### src/rtl/reg_slice_pkg.sv
// Shared types for the two-entry valid/ready register slice.
package reg_slice_pkg;

  // Slice fill state; the encoding doubles as the occupancy count.
  typedef enum logic [1:0] {
    EMPTY = 2'd0,
    ONE   = 2'd1,
    FULL  = 2'd2
  } slice_state_t;

endpackage

### src/rtl/reg_slice_entry.sv
// Single data register of the slice: load enable, synchronous clear and
// asynchronous reset, both returning the register to RESET_VALUE.
module reg_slice_entry #(
  parameter int               WIDTH       = 4,
  parameter logic [WIDTH-1:0] RESET_VALUE = '0
) (
  input  logic             clk,
  input  logic             rst_n,
  input  logic             clear,
  input  logic             load,
  input  logic [WIDTH-1:0] d,
  output logic [WIDTH-1:0] q
);

  logic [WIDTH-1:0] data_q;
  logic [WIDTH-1:0] data_d;

  // Next value: clear wins over load, otherwise hold.
  always_comb begin
    data_d = data_q;
    if (clear) begin
      data_d = RESET_VALUE;
    end else if (load) begin
      data_d = d;
    end
  end

  // Data register with async reset to the same value clear produces.
  always_ff @(posedge clk or negedge rst_n) begin
    if (!rst_n) begin
      data_q <= RESET_VALUE;
    end else begin
      data_q <= data_d;
    end
  end

  assign q = data_q;

endmodule

### src/rtl/reg_slice.sv
// Two-entry valid/ready skid buffer. The primary entry always drives
// out_data; the skid entry catches the one word that arrives while the
// consumer stalls, so in_ready depends only on registered state and clear.
module reg_slice
  import reg_slice_pkg::*;
#(
  parameter int               WIDTH       = 4,
  parameter logic [WIDTH-1:0] RESET_VALUE = '0
) (
  input  logic             clk,
  input  logic             rst_n,
  input  logic             clear,
  input  logic [WIDTH-1:0] in_data,
  input  logic             in_valid,
  output logic             in_ready,
  output logic [WIDTH-1:0] out_data,
  output logic             out_valid,
  input  logic             out_ready,
  output logic [1:0]       occupancy
);

  slice_state_t     state_q;
  slice_state_t     state_d;
  logic             in_xfer;
  logic             out_xfer;
  logic             prim_load;
  logic             prim_from_skid;
  logic             skid_load;
  logic [WIDTH-1:0] prim_d;
  logic [WIDTH-1:0] skid_q;

  // Handshake outputs come straight from the state register; clear is the
  // only combinational term and it blocks acceptance during a flush.
  assign in_ready  = (state_q != FULL) && !clear;
  assign out_valid = (state_q != EMPTY);
  assign occupancy = state_q;
  assign in_xfer   = in_valid && in_ready;
  assign out_xfer  = out_valid && out_ready;
  assign prim_d    = prim_from_skid ? skid_q : in_data;

  // Next-state and entry load decode; clear forces EMPTY and the entries
  // apply their own clear, so nothing else is loaded that cycle.
  always_comb begin
    state_d        = state_q;
    prim_load      = 1'b0;
    prim_from_skid = 1'b0;
    skid_load      = 1'b0;
    if (clear) begin
      state_d = EMPTY;
    end else begin
      unique case (state_q)
        EMPTY: begin
          if (in_xfer) begin
            prim_load = 1'b1;
            state_d   = ONE;
          end
        end
        ONE: begin
          if (in_xfer && out_xfer) begin
            prim_load = 1'b1;
          end else if (in_xfer) begin
            skid_load = 1'b1;
            state_d   = FULL;
          end else if (out_xfer) begin
            state_d = EMPTY;
          end
        end
        FULL: begin
          if (out_xfer) begin
            prim_load      = 1'b1;
            prim_from_skid = 1'b1;
            state_d        = ONE;
          end
        end
        default: begin
          state_d = EMPTY;
        end
      endcase
    end
  end

  // Fill-state register.
  always_ff @(posedge clk or negedge rst_n) begin
    if (!rst_n) begin
      state_q <= EMPTY;
    end else begin
      state_q <= state_d;
    end
  end

  reg_slice_entry #(
    .WIDTH       (WIDTH),
    .RESET_VALUE (RESET_VALUE)
  ) u_primary (
    .clk   (clk),
    .rst_n (rst_n),
    .clear (clear),
    .load  (prim_load),
    .d     (prim_d),
    .q     (out_data)
  );

  reg_slice_entry #(
    .WIDTH       (WIDTH),
    .RESET_VALUE (RESET_VALUE)
  ) u_skid (
    .clk   (clk),
    .rst_n (rst_n),
    .clear (clear),
    .load  (skid_load),
    .d     (in_data),
    .q     (skid_q)
  );

endmodule

### config.mk
export PLATFORM = sky130hd
export DESIGN_NAME = reg_slice
export DESIGN_NICKNAME = d
export VERILOG_FILES = /design/src/rtl/reg_slice_pkg.sv /design/src/rtl/reg_slice_entry.sv /design/src/rtl/reg_slice.sv
export SDC_FILE = /design/constraint.sdc
export NUM_CORES = 1
export LEC_CHECK = 0
export ABC_CLOCK_PERIOD_IN_PS = 1900
export BUFFER_PORTS_ARGS = -buffer_cell sky130_fd_sc_hd__buf_2
export CORE_UTILIZATION = 40
export DETAILED_ROUTE_END_ITERATION = 10
export MAX_ROUTING_LAYER = met4
export PLACE_DENSITY = 0.73
export SETUP_SLACK_MARGIN = 0.05
export SYNTH_ARGS = -nofsm -noshare
export SYNTH_HDL_FRONTEND = slang
export SYNTH_SLANG_ARGS = --single-unit
### constraint.sdc
create_clock -name clk -period 1.9 [get_ports clk]
set_clock_uncertainty 0.15 [all_clocks]
set_input_delay 0.285 -clock clk [delete_from_list [all_inputs] [get_ports clk]]
set_output_delay 0.285 -clock clk [all_outputs]
set_load 0.05 [all_outputs]
# [After elaboration in Yosys (flattened, before gate mapping)]
# Index checks and enable logic that the tools add are counted.
[totals] elab_cells=42 regBits=10
[classes] n_mux=22 reduce_logical=10 eq_ne=7
[op_table] operator="2-to-1 mux 4 bit" count=5
[op_table] operator="2-to-1 mux 2 bit" count=6
[op_table] operator="2-to-1 mux 1 bit" count=9
[op_table] operator="inequality test 3 bit (second input constant)" count=3
[op_table] operator="one-hot mux 2 bit (3 select lines)" count=1
[op_table] operator="nonzero test 2 bit" count=3
[op_table] operator="logical AND 1 bit" count=4
[op_table] operator="inequality test 4 bit (second input constant)" count=1
[op_table] operator="AND reduction 4 bit" count=1
[op_table] operator="one-hot mux 1 bit (3 select lines)" count=1
[op_table] operator="== test 2 x 1 -> 1 bit (second input constant)" count=1
[op_table] operator="== test 2 bit (second input constant)" count=1
[op_table] operator="zero test 2 bit" count=1
[op_table] operator="inequality test 2 bit (second input constant)" count=1
[op_table] operator="zero test 1 bit" count=1

# [Logic depth before layout (Yosys ltp)]
# Gate-level depths: netlist of run 1.
[depth] word_depth=9 depth_mapped=5 depth_no_buf=3

# [Hierarchy]
# From an unflattened synthesis of run 1, not the netlist that was laid out.
[unflattened] cells_unflattened=46 hier_area_um2=506.7
[by_module_without_submodules] module="reg_slice_entry" instances=2 cells_per_inst=13 area_per_inst_um2=160.2
[by_module_without_submodules] module="reg_slice" instances=1 cells_per_inst=20 area_per_inst_um2=186.4

# [Least setup slack after synthesis of run 1]
# OpenSTA, ideal clock, no wires.
[synth_timing] path_kind="register -> output" start="reg state_q[1], in the netlist occupancy[1]" end="out in_ready" arrival_time_ps=1580 path_stages_with_launch=4 path_slack_ps=-115 path_cell_list="dfrtp_1 buf_6 nor2b_1 nor2_1"
[synth_via] elab_chain_cells=2
[synth_lines] item="start: declaration" line_no="reg_slice.sv:22" rtl="slice_state_t state_q;"
[synth_lines] item="start signal: assignment" line_no="reg_slice.sv:87" rtl="state_q <= state_d;"
[synth_lines] item="inequality test 2 bit" line_no="reg_slice.sv:34" rtl="assign in_ready = (state_q != FULL) && !clear;"
[synth_lines] item="logical AND 1 bit" line_no="reg_slice.sv:34"
[synth_lines] item="end: declaration" line_no="reg_slice.sv:15" rtl="output logic in_ready,"
# Every way passes these cells.

# [Final worst setup path of run 1]
[layout_timing] start="reg state_q[1], in the netlist occupancy[1]" end="out out_valid"
[layout_via] elab_chain_cells=1
[layout_lines] item="nonzero test 2 bit" line_no="reg_slice.sv:35" rtl="assign out_valid = (state_q != EMPTY);"
[layout_lines] item="end: declaration" line_no="reg_slice.sv:17" rtl="output logic out_valid,"
# Every way passes these cells.

==> metrics.txt, run 1 <==
status=finished clean; Primary FF master, synth=dfrtp_1; Slew @ Worst Pin=0.3323 ns; Final period util=90.74%; RR Startpoint=occupancy[1]; CTS Buffer Depth=2; Crit-path slowest cell=dfrtp_1; min Tclk post-route=1.724 ns; Area growth syn-to-layout=19.43%; Gate Count Post-Synth=59; Avg Cell Area, Syn=9.607 um2; gpl congestion=0.7925; multi-input combinational cell area=295.3 um2; post-route design area=676.9 um2; worst min-delay path startpoint=out_ready; Total Wirelength=1148 um; FP Rows=13; Via density=5.600; class of the worst hold path=in -> reg; critical path launch point type=register; area share of the largest cell type after synthesis=44.15%; unrepaired setup endpoints after global routing=false; CP Capture Type=output pin; YS warnings=0; register area share after synthesis=44.15%; top-count cell post-synth=dfrtp_1; Slew HR=77.82%; CP Data Required Time=1.46 ns; Final #Nets=86; Num CTS Buffers=3; setup TNS=0 ns; Routed Antenna Nets=0; Register Area=250.2 um2; met1 Track Usage GR=27.21%; DRC=0; Post-synth top cells=10 x dfrtp_1, 8 x a21oi_1, 5 x nand2_1; n_diodes=0; maxcap violations=0; IO Pins=17; First DRT Iteration DRCs=10; post-synthesis cell type count=26; Setup Crit Path Kind=reg -> out; Buffers on Ports=16; maximum VDD drop=0.0003974 V; number of synthesized flops with an enable pin=0; Crit path arrival time=1.29 ns; largest net degree at the start of global routing=14; final setup vio count=0; max-slew violation count=0; Most Crowded Layer GR=met1; # fillers=130; FF-to-FF setup slack=0.32 ns; Overall Global Routing Usage=19.78%; clk_lat worst skew=0.27 ns; CTS root buf=clkbuf_4; ys async rst share=100.0%; pwr/cell area=720.7 nW/um2; initial core utilization=43.02%; vias in the first global route=422; Netlist Area Pre-Place=566.8 um2; Max Freq=580.0 MHz; worst-path maximum fanout=10; Yosys reg bits=10; global-route met2 utilization=23.77%; first-pass GRT wire length=1918 um; Post-DP Area=644.4 um2; Core ar.=1318 um2; total gr overflow=0; top post-synthesis cells by area=dfrtp_1 44%, a21oi_1 7.1%, nand3_1 3.5%; Vias=504; share of cells above drive strength 1=33.33%; drt pass-1 iters=4; initial antenna violation count=0; TritonCTS clock tree=done; CTS Sinks=10; Pleak=0.3076 nW; Final Hold Fails=0; Die Ht=39.64 um; Die Area=1571 um2; H-tree Lvls=1; DR WL/cell=12.76 um; post-synth top area cell=dfrtp_1; Worst path max stage delay=0.48 ns; cts repair resizes=0; Final HPWL DP=837.3 um; Setup crit start=occupancy[1]; Synth Net Count=68; CTS clock-pin slew for the worst setup and hold paths=0.06 ns; M3 GR Usage=5.114%; Die Wd=39.64 um; cell chain of the critical path=or2_2 -> buf_2
-- layer usage --
layer,part of all wire [%],vias to the layer above
met5,0,-
met4,3.8,0
met3,4.7,5
met2,44,13
met1,47,229
li1,-,257
-- cell type report --
type | instances | area share, %
clock buffer | 3 | 3.327
tap | 15 | 2.773
timing repair buffer | 17 | 13.31
multi-input combinational | 45 | 43.62
sequential | 10 | 36.97
-- worst paths after layout --
path                                   to  cells past startpoint
max                             out_valid                      2
min                          occupancy[1]                      2
max reg2reg                u_primary.q[3]                      3
min reg2reg                   u_skid.q[0]                      2
max in group asynchronous    occupancy[1]                      2
min in group asynchronous  u_primary.q[1]                      2
-- report_power, final --
part	switching [mW]	internal, mW
clock network	0.0705	0.0731
logic	0.0778	0.0363
registers	0.00846	0.222
total	0.157	0.331
-- placed cells by master (no fill, tap or decap), types with 2 or more instances in the layout --
cell type   n
and2b_1     2
a32oi_1     2
a21oi_1     8
o21ai_0     4
dfrtp_1    10
nand3_1     4
a311oi_1    2
a211oi_1    2
clkbuf_4    3
o211ai_1    2
buf_2      16
nand2_1     5
-- cell families (layout without fill, tap and decap cells) --
kind of cell           Yosys count  in the layout  synth area share (%)
flip-flops                      10             10                 44.15
buffers and inverters            4             20                 4.194
AND/OR/NAND/NOR                 22             22                 24.51
AO/OA/AOI/OAI                   22             22                 25.39
multiplexers                     1              1                 1.766
-- state kept, by name (all words and copies together), names as in the netlist --
name and flops:
u_primary.q 4, u_skid.q 4, occupancy 2
-- through the flow --
stage | total power [mW] | hold WS (ns) | utilization, % | cells | setup WS (ns)
6_report | 0.4879 | 0.1189 | 51.38 | 90 | 0.1759
5_1_grt | 0.5123 | 0.1310 | 51.38 | 90 | 0.09957
4_1_cts | 0.4965 | 0.1050 | 51.38 | 90 | 0.1557
3_5_place_dp | 0.3475 | 0.007409 | 48.91 | 86 | 0.3322
3_3_place_gp | 0.3469 | 0.007430 | 48.91 | 86 | 0.3474
2_1_floorplan | 0.3146 | -0.1606 | - | 59 | 0.1044
-- repair_timing --
| action | 4_1_cts | 5_1_grt |
|---|---|---|
| endpoints found under the hold margin | 10 | 0 |
| hold buffers | 1 | 0 |
| setup buffers | 0 | 0 |
-- critical path, delay by kind of cell (launching register included) --
kind	cells	cell delay (ns)
flops	1	0.48
buf+inv	1	0.21
simple gates	1	0.33
Power figures use the tool's default switching activity.
==> run 2: changes to the inputs <==
--- a/config.mk
+++ b/config.mk
@@ -7,9 +7,9 @@
 export LEC_CHECK = 0
 export ABC_CLOCK_PERIOD_IN_PS = 1900
 export BUFFER_PORTS_ARGS = -buffer_cell sky130_fd_sc_hd__buf_2
+export CAP_MARGIN = 30
 export CORE_UTILIZATION = 40
 export DETAILED_ROUTE_END_ITERATION = 10
-export MAX_ROUTING_LAYER = met4
 export PLACE_DENSITY = 0.73
 export SETUP_SLACK_MARGIN = 0.05
 export SYNTH_ARGS = -nofsm -noshare
==> run 2 against run 1 <==
Combinational power hardly changed. Largest power group unchanged. Critical path depth stayed put. Worst setup slack hardly changed. Hold slack hardly changed. Maximum frequency hardly changed. Register-to-register slack hardly changed. Final area stayed put. Routed wire length stayed put. Sequential power hardly changed. Clock power hardly changed. Highest routed layer unchanged. Final cell count stayed put.
==> metrics.txt, run 2 (same netlist as run 1, synthesis figures left out) <==
status=finished clean; Overall Global Routing Usage=19.31% (-0.47 points); CTS clock-pin slew for the worst setup and hold paths=0.06 ns (about the same); n_diodes=0 (unchanged); Via density=5.600 (unchanged); largest net degree at the start of global routing=14 (unchanged); vias in the first global route=422 (unchanged); min Tclk post-route=1.724 ns (-0.00003600 ns); pwr/cell area=720.7 nW/um2 (about the same); Num CTS Buffers=3 (unchanged); Die Wd=39.64 um (unchanged); Hold Buf Count CTS=1 (unchanged); post-CTS setup buffers=0 (unchanged); share of cells above drive strength 1=33.33% (unchanged); Crit-path slowest cell=dfrtp_1; clk_lat worst skew=0.27 ns (about the same); Final Hold Fails=0 (unchanged); maximum VDD drop=0.0003973 V (about the same); First DRT Iteration DRCs=10 (unchanged); initial antenna violation count=0 (unchanged); worst-path maximum fanout=10 (unchanged); worst min-delay path startpoint=out_ready; CP Data Required Time=1.46 ns (about the same); unrepaired setup endpoints after global routing=false; Final HPWL DP=837.3 um (unchanged); Vias=504 (unchanged); reg2reg path depth=3 (unchanged); cts repair resizes=0 (unchanged); TritonCTS clock tree=done; CTS root buf=clkbuf_4; Slew HR=77.82% (unchanged); CTS Sinks=10 (unchanged); cell chain of the critical path=or2_2 -> buf_2; Crit path arrival time=1.29 ns (about the same); initial core utilization=43.02% (unchanged); Die Ht=39.64 um (unchanged); DR WL/cell=12.76 um (unchanged); FP Rows=13 (unchanged); DRC=0 (unchanged); Reg2Reg Capture Point=u_primary.q[3]; Die Area=1571 um2 (unchanged); IO Pins=17 (unchanged); Slew @ Worst Pin=0.3323 ns (unchanged); gpl congestion=0.7817 (-1.4%); drt pass-1 iters=4 (unchanged); Max Freq=580.0 MHz (about the same); Buffers on Ports=16 (unchanged); total gr overflow=0 (unchanged); most common cell after layout, fill and taps aside=buf_2; # fillers=130 (unchanged); Final #Nets=86 (unchanged); FF-to-FF setup slack=0.32 ns (about the same); setup TNS=0 ns (unchanged); Final Util=51.38% (unchanged); maxcap violations=0 (unchanged); commonest non-fill, non-tap cells in the layout=16 x buf_2, 10 x dfrtp_1, 8 x a21oi_1, 5 x nand2_1; Routed Antenna Nets=0 (unchanged); first-pass GRT wire length=1925 um (+0.36%); RR Startpoint=occupancy[1]; Core ar.=1318 um2 (unchanged); Final period util=90.74% (about the same); Worst path max stage delay=0.48 ns (about the same); hold worst-path end=occupancy[1]; final setup vio count=0 (unchanged); critical path launch point type=register; Area growth syn-to-layout=19.43% (unchanged); Pleak=0.3076 nW (unchanged); class of the worst hold path=in -> reg; CTS Buffer Depth=2 (unchanged); Setup Crit Path Kind=reg -> out; H-tree Lvls=1 (unchanged); Total Wirelength=1148 um (unchanged); Hold Path Stages=2 (unchanged); CP Capture Type=output pin; max-slew violation count=0 (unchanged)
run 2: final cells by class:
cell class / instances / area, um2 / share of cell area [%]
sequential: 10 / 250.2 / 36.97
timing repair buffer: 17 / 90.09 / 13.31
tap: 15 / 18.77 / 2.773
clock buffer: 3 / 22.52 / 3.327
multi-input combinational: 45 / 295.3 / 43.62
run 2: layer usage:
metal	track usage, %	vias up	wire length [um]
met5	0	-	0
met3	5.114	5	54
li1	-	257	-
met2	23.77	13	504
met1	27.21	229	544
met4	15.52	0	44
run 2: worst max-delay path by stage:
stage	from	to	slack [ns]	cells after the start
final	occupancy[1]	out_valid	0.18	2
after floorplan	occupancy[1]	in_ready	0.10	3
after global routing	occupancy[1]	in_ready	0.1	3
after CTS	occupancy[1]	out_valid	0.16	2
after detailed placement	occupancy[1]	u_primary.q[3]	0.33	3
after global placement	occupancy[1]	u_primary.q[0]	0.35	3
run 2: critical path, delay by kind of cell (launching register included):
kind          cells  cell delay [ns]
flops             1             0.48
buf+inv           1             0.21
simple gates      1             0.33
run 2: report_power, final:
group | leakage (nW) | total (mW) | internal (mW) | switching (mW)
Combinational | 0.158 | 0.114 | 0.0363 | 0.0778
Sequential | 0.136 | 0.230 | 0.222 | 0.00846
Clock | 0.0138 | 0.144 | 0.0731 | 0.0705
run 2: through the flow:
stage | instance area [um2] | worst slack [ns] | hold slack, ns | std cells | power [mW]
after floorplan | 569.3 | 0.1044 | -0.1606 | 59 | 0.3146
after global placement | 644.4 | 0.3474 | 0.007430 | 86 | 0.3469
after detailed placement | 644.4 | 0.3322 | 0.007409 | 86 | 0.3475
after CTS | 676.9 | 0.1557 | 0.1050 | 90 | 0.4965
after global routing | 676.9 | 0.09957 | 0.1310 | 90 | 0.5123
final | 676.9 | 0.1759 | 0.1189 | 90 | 0.4878
